`src/rtl/multiport_regfile.sv`:
```
// Decode-stage integer register file: NUM_RD async read ports, NUM_WR sync write ports, busy scoreboard.
// Optional macro REGFILE_BYPASS_EN forwards same-cycle write data to readers and masks their busy bit.

module regfile_rd_port #(
    parameter int XLEN     = 32,
    parameter int NUM_REGS = 32,
    parameter int NUM_WR   = 1,
    parameter int AW       = 5
) (
    input  logic [AW-1:0]                      rd_addr,
    input  logic [NUM_REGS-1:0][XLEN-1:0]      regs,
    input  logic [NUM_REGS-1:0]                busy,
`ifdef REGFILE_BYPASS_EN
    input  logic [NUM_WR-1:0]                  wr_en,
    input  logic [NUM_WR-1:0][AW-1:0]          wr_addr,
    input  logic [NUM_WR-1:0][XLEN-1:0]        wr_data,
`endif
    output logic [XLEN-1:0]                    rd_data,
    output logic                               rd_busy
);
    always_comb begin
        rd_data = regs[rd_addr];
        rd_busy = busy[rd_addr];
`ifdef REGFILE_BYPASS_EN
        // Ascending scan so the highest-index matching write port wins.
        for (int w = 0; w < NUM_WR; w++) begin
            if (wr_en[w] && wr_addr[w] == rd_addr && rd_addr != '0) begin
                rd_data = wr_data[w];
                rd_busy = 1'b0;
            end
        end
`endif
    end
endmodule

module multiport_regfile #(
    parameter int XLEN     = 32,
    parameter int NUM_REGS = 32,
    parameter int NUM_RD   = 2,
    parameter int NUM_WR   = 1
) (
    input  logic                                 CLK,
    input  logic                                 RST,
    input  logic [NUM_RD*$clog2(NUM_REGS)-1:0]   RD_Addr,
    output logic [NUM_RD*XLEN-1:0]               RD_Data,
    output logic [NUM_RD-1:0]                    RD_Busy,
    input  logic [NUM_WR-1:0]                    WR_En,
    input  logic [NUM_WR*$clog2(NUM_REGS)-1:0]   WR_Addr,
    input  logic [NUM_WR*XLEN-1:0]               WR_Data,
    input  logic                                 Issue_En,
    input  logic [$clog2(NUM_REGS)-1:0]          Issue_Addr,
    output logic                                 Stall,
    input  logic [NUM_RD-1:0]                    RD_Use
);
    localparam int AW = $clog2(NUM_REGS);

    logic [NUM_RD-1:0][AW-1:0]       rd_addr;
    logic [NUM_RD-1:0][XLEN-1:0]     rd_data;
    logic [NUM_WR-1:0][AW-1:0]       wr_addr;
    logic [NUM_WR-1:0][XLEN-1:0]     wr_data;

    assign rd_addr = RD_Addr;
    assign RD_Data = rd_data;
    assign wr_addr = WR_Addr;
    assign wr_data = WR_Data;

    // x0 has no storage; the read view splices in constant zeros.
    logic [NUM_REGS-1:1][XLEN-1:0]   regs_q;
    logic [NUM_REGS-1:1]             busy_q;
    logic [NUM_REGS-1:0][XLEN-1:0]   regs_v;
    logic [NUM_REGS-1:0]             busy_v;

    assign regs_v = {regs_q, {XLEN{1'b0}}};
    assign busy_v = {busy_q, 1'b0};

    always_ff @(posedge CLK) begin
        if (RST) begin
            regs_q <= '0;
            busy_q <= '0;
        end else begin
            for (int r = 1; r < NUM_REGS; r++) begin
                for (int w = 0; w < NUM_WR; w++) begin
                    if (WR_En[w] && wr_addr[w] == AW'(r)) begin
                        regs_q[r] <= wr_data[w];
                        busy_q[r] <= 1'b0;
                    end
                end
                // Issue after writeback: a newer producer keeps the reg pending.
                if (Issue_En && Issue_Addr == AW'(r))
                    busy_q[r] <= 1'b1;
            end
        end
    end

    for (genvar p = 0; p < NUM_RD; p++) begin : g_rd
        regfile_rd_port #(
            .XLEN(XLEN), .NUM_REGS(NUM_REGS), .NUM_WR(NUM_WR), .AW(AW)
        ) u_rd (
            .rd_addr (rd_addr[p]),
            .regs    (regs_v),
            .busy    (busy_v),
`ifdef REGFILE_BYPASS_EN
            .wr_en   (WR_En),
            .wr_addr (wr_addr),
            .wr_data (wr_data),
`endif
            .rd_data (rd_data[p]),
            .rd_busy (RD_Busy[p])
        );
    end

    assign Stall = |(RD_Busy & RD_Use);
endmodule

```
`config.mk`:
```
export PLATFORM = sky130hd
export DESIGN_NAME = multiport_regfile
export DESIGN_NICKNAME = d
export VERILOG_FILES = /design/src/rtl/multiport_regfile.sv
export SDC_FILE = /design/constraint.sdc
export NUM_CORES = 2
export LEC_CHECK = 0
export BUFFER_PORTS_ARGS = -buffer_cell sky130_fd_sc_hd__buf_4
export CAP_MARGIN = 20
export CORE_MARGIN = 1.5
export CORE_UTILIZATION = 50
export CTS_CLUSTER_SIZE = 20
export DETAILED_ROUTE_END_ITERATION = 8
export HOLD_SLACK_MARGIN = 0.02
export PLACE_DENSITY_LB_ADDON = 0.25
export SETUP_SLACK_MARGIN = 0.4
export SLEW_MARGIN = 20
export SYNTH_ARGS = -nofsm -noshare
export SYNTH_HDL_FRONTEND = slang
export SYNTH_SLANG_ARGS = --single-unit
```
`constraint.sdc`:
```
create_clock -name CLK -period 4 [get_ports CLK]
set_input_delay 0.6 -clock CLK [delete_from_list [all_inputs] [get_ports CLK]]
set_output_delay 0.6 -clock CLK [all_outputs]
set_load 0.005 [all_outputs]
```
==> flow_summary.json <==
{
  "status": "complete, no violations",
  "ant_nets": 0,
  "cp_data_arrival_time_ps": 2930,
  "grt_first_pass_wirelength_um": 284400,
  "max_stage_delay_ps": 540,
  "ys_top_cells_by_area": "dfxtp_1, mux4_2, nand2_1, a21oi_1, clkbuf_1",
  "antenna_found_initial": 11,
  "stdcell_count": 6893,
  "vdd_ir_drop_max_mv": 0.3713,
  "synthFlopType": "dfxtp_1",
  "crit_fanout": 44,
  "slew_violations": 0,
  "cts_tree": "built",
  "root_buffer": "clkbuf_16",
  "cts_max_path_buffers": 3,
  "grtUsageMet1_pct": 49.61,
  "drtPass1Iterations": 7,
  "dr.first_iter.drc_count": 6881,
  "ys_warn_count": 0,
  "drc_errors": 0,
  "period_minus_slack_ps": 3528,
  "path_cells": "buf_12 -> buf_4 -> mux4_2 -> mux4_2 -> mux2_2 -> buf_4",
  "syn-num-nets": 5634,
  "io_buffers": 124,
  "place_hpwl_um": 117500,
  "async_flop_share_pct": 0,
  "min_path_type": "in -> reg",
  "synth_top_area_share_pct": 39.66,
  "slew_headroom_pct": 22.23,
  "wire_per_inst_um": 28.34,
  "clk_pin_slew_ps": 70,
  "avgSynthCellArea_um2": 9.260,
  "core_um2": 102000,
  "finalSetupViolations": 0,
  "tightestPinTransition_ps": 1162,
  "routed_via_density": 6.570,
  "synth_seq_cells": 1023,
  "postSynthCellCount": 5576,
  "crit_slowest_cell": "mux4_2",
  "grt_use_met3_pct": 8.958,
  "cts_resized": 1,
  "grt_most_used_layer": "met2",
  "cts_hold_buffers": 0,
  "synthToLayoutAreaGrowth_pct": 12.50,
  "die_w_um": 324.4,
  "grt_max_degree": 118,
  "rsz0062_at_grt": "no",
  "final-hold-violation-count": 0,
  "tns_ps": 0,
  "synth_seq_area_share_pct": 39.66,
  "post_cts.repair.setup_buffers": 0,
  "placed_cells": 6692,
  "die-area_um2": 105200,
  "cts_buffers": 107,
  "dr_total_vias": 45290,
  "grt_pass1_vias": 42300,
  "yosys.area.top_type": "dfxtp_1",
  "synth_edf_count": 0,
  "clk_latency_ps": 690,
  "cts_sinks": 1023,
  "nNetsFinal": 5491,
  "crit_required_ps": 3400,
  "start_util_pct": 50.61,
  "grt.total_usage_pct": 36.24,
  "area.sequential_um2": 20480,
  "place.gp.congestion": 0.9119,
  "fmax_ghz": 0.2835,
  "wirelength_um": 195300,
  "synth.distinct_cells": 30,
  "critPathCaptureType": "output pin",
  "die_height_um": 324.4,
  "p_per_area_nw_per_um2": 384.3,
  "use_met2_pct": 53.16,
  "syn-cell-area_um2": 51640,
  "ioPinCount": 125,
  "drive_gt1_share_pct": 23.11,
  "fin_skew_ps": 0,
  "fin_crit_sh_pct": 88.19,
  "grt-ovfl-total": 0,
  "p_leak_nw": 18.98,
  "htree_levels": 3,
  "start_kind": "input pin",
  "placementRows": 117,
  "fillers": 8813,
  "max_cap_viol_count": 0,
  "multi_input_area_um2": 29070,
  "critical_path_class": "in -> out"
}
==> final timing paths <==
check,to,cells past startpoint,from,slack (ps)
max reg2reg,busy_q[29],2,busy_q[29],3280
min,busy_q[12],3,Issue_Addr[2],280
min reg2reg,regs_q[444],2,regs_q[444],460
max,RD_Data[58],6,RD_Addr[5],470
==> sequential cells by signal (all words and copies together), names as in the netlist <==
name,cells
regs_q,992
busy_q,31
==> per-layer routing <==
| layer | up-vias | wire length (um) |
|---|---|---|
| met5 | - | 85 |
| met3 | 659 | 27080 |
| met2 | 3331 | 84320 |
| met1 | 22030 | 72060 |
| met4 | 14 | 11790 |
| li1 | 19250 | - |
==> report_power, final <==
| group | switching (mW) | leakage, nW | internal [mW] |
|---|---|---|---|
| logic | 1.15 | 8.99 | 0.590 |
| registers | 0.0558 | 8.25 | 10.3 |
| clock network | 4.34 | 1.75 | 5.93 |
| total | 5.54 | 19.0 | 16.8 |
==> kinds of logic after synthesis <==
kind of cell,share of synthesized area (%)
flip-flops,39.66
multiplexers,28.53
AO/OA/AOI/OAI,11.36
AND/OR/NAND/NOR,15.86
buffers and inverters,4.582
==> cell usage after synthesis (9+ instances only) <==
| cell | n |
|---|---|
| nand2_1 | 2023 |
| clkbuf_1 | 481 |
| nor2_1 | 56 |
| buf_4 | 17 |
| mux2i_1 | 16 |
| mux4_2 | 582 |
| buf_2 | 46 |
| a22oi_1 | 27 |
| mux2_2 | 130 |
| buf_1 | 25 |
| nor2b_1 | 16 |
| buf_6 | 9 |
| a22o_1 | 65 |
| nor3_1 | 14 |
| a21oi_1 | 994 |
| dfxtp_1 | 1023 |
==> area by class of cell <==
type                       instances  area share [%]
sequential                      1023           35.25
clock buffer                     156           5.326
inverter                           2         0.03015
timing repair buffer             326           5.600
multi-input combinational       3973           50.05
clock inverter                    41          0.7775
tap                             1368           2.946
antenna                            4         0.01723
==> stage by stage <==
step / setup WS, ps / total power [mW] / hold slack, ps / area (um^2) / utilization, %
floorplan: 873.9 / 11.62 / 442.4 / 51640 / -
global placement: 356.9 / 12.23 / 448.8 / 54530 / 53.44
detailed placement: 318.5 / 12.24 / 454.7 / 54530 / 53.44
CTS: 470.3 / 22.31 / 253.3 / 58080 / 56.92
global route: 411.9 / 22.82 / 288.7 / 58090 / 56.93
finish: 472.4 / 22.33 / 280.1 / 58090 / 56.93
==> layout by cell type (no fill, tap or decap), types with 5 or more instances in the layout <==
cell / instances
clkinv_2: 25
inv_6: 5
a22o_1: 65
clkbuf_8: 19
buf_12: 62
nand2_2: 31
nand2b_1: 8
clkbuf_1: 28
a32oi_1: 8
nor2_4: 12
dfxtp_1: 1023
mux2_2: 130
mux2i_1: 16
nor3_2: 10
mux4_2: 582
nor2_1: 44
nor4_2: 8
a21oi_1: 994
bufinv_16: 9
a22oi_1: 27
buf_4: 260
nand3_1: 8
clkbuf_16: 109
nor2b_1: 14
nand2_1: 1992
==> critical path: cells and delay by family <==
family | cells | cell delay, ps
mux | 3 | 1410
buf+inv | 3 | 860
No activity file was read; power rests on OpenSTA's default activity.
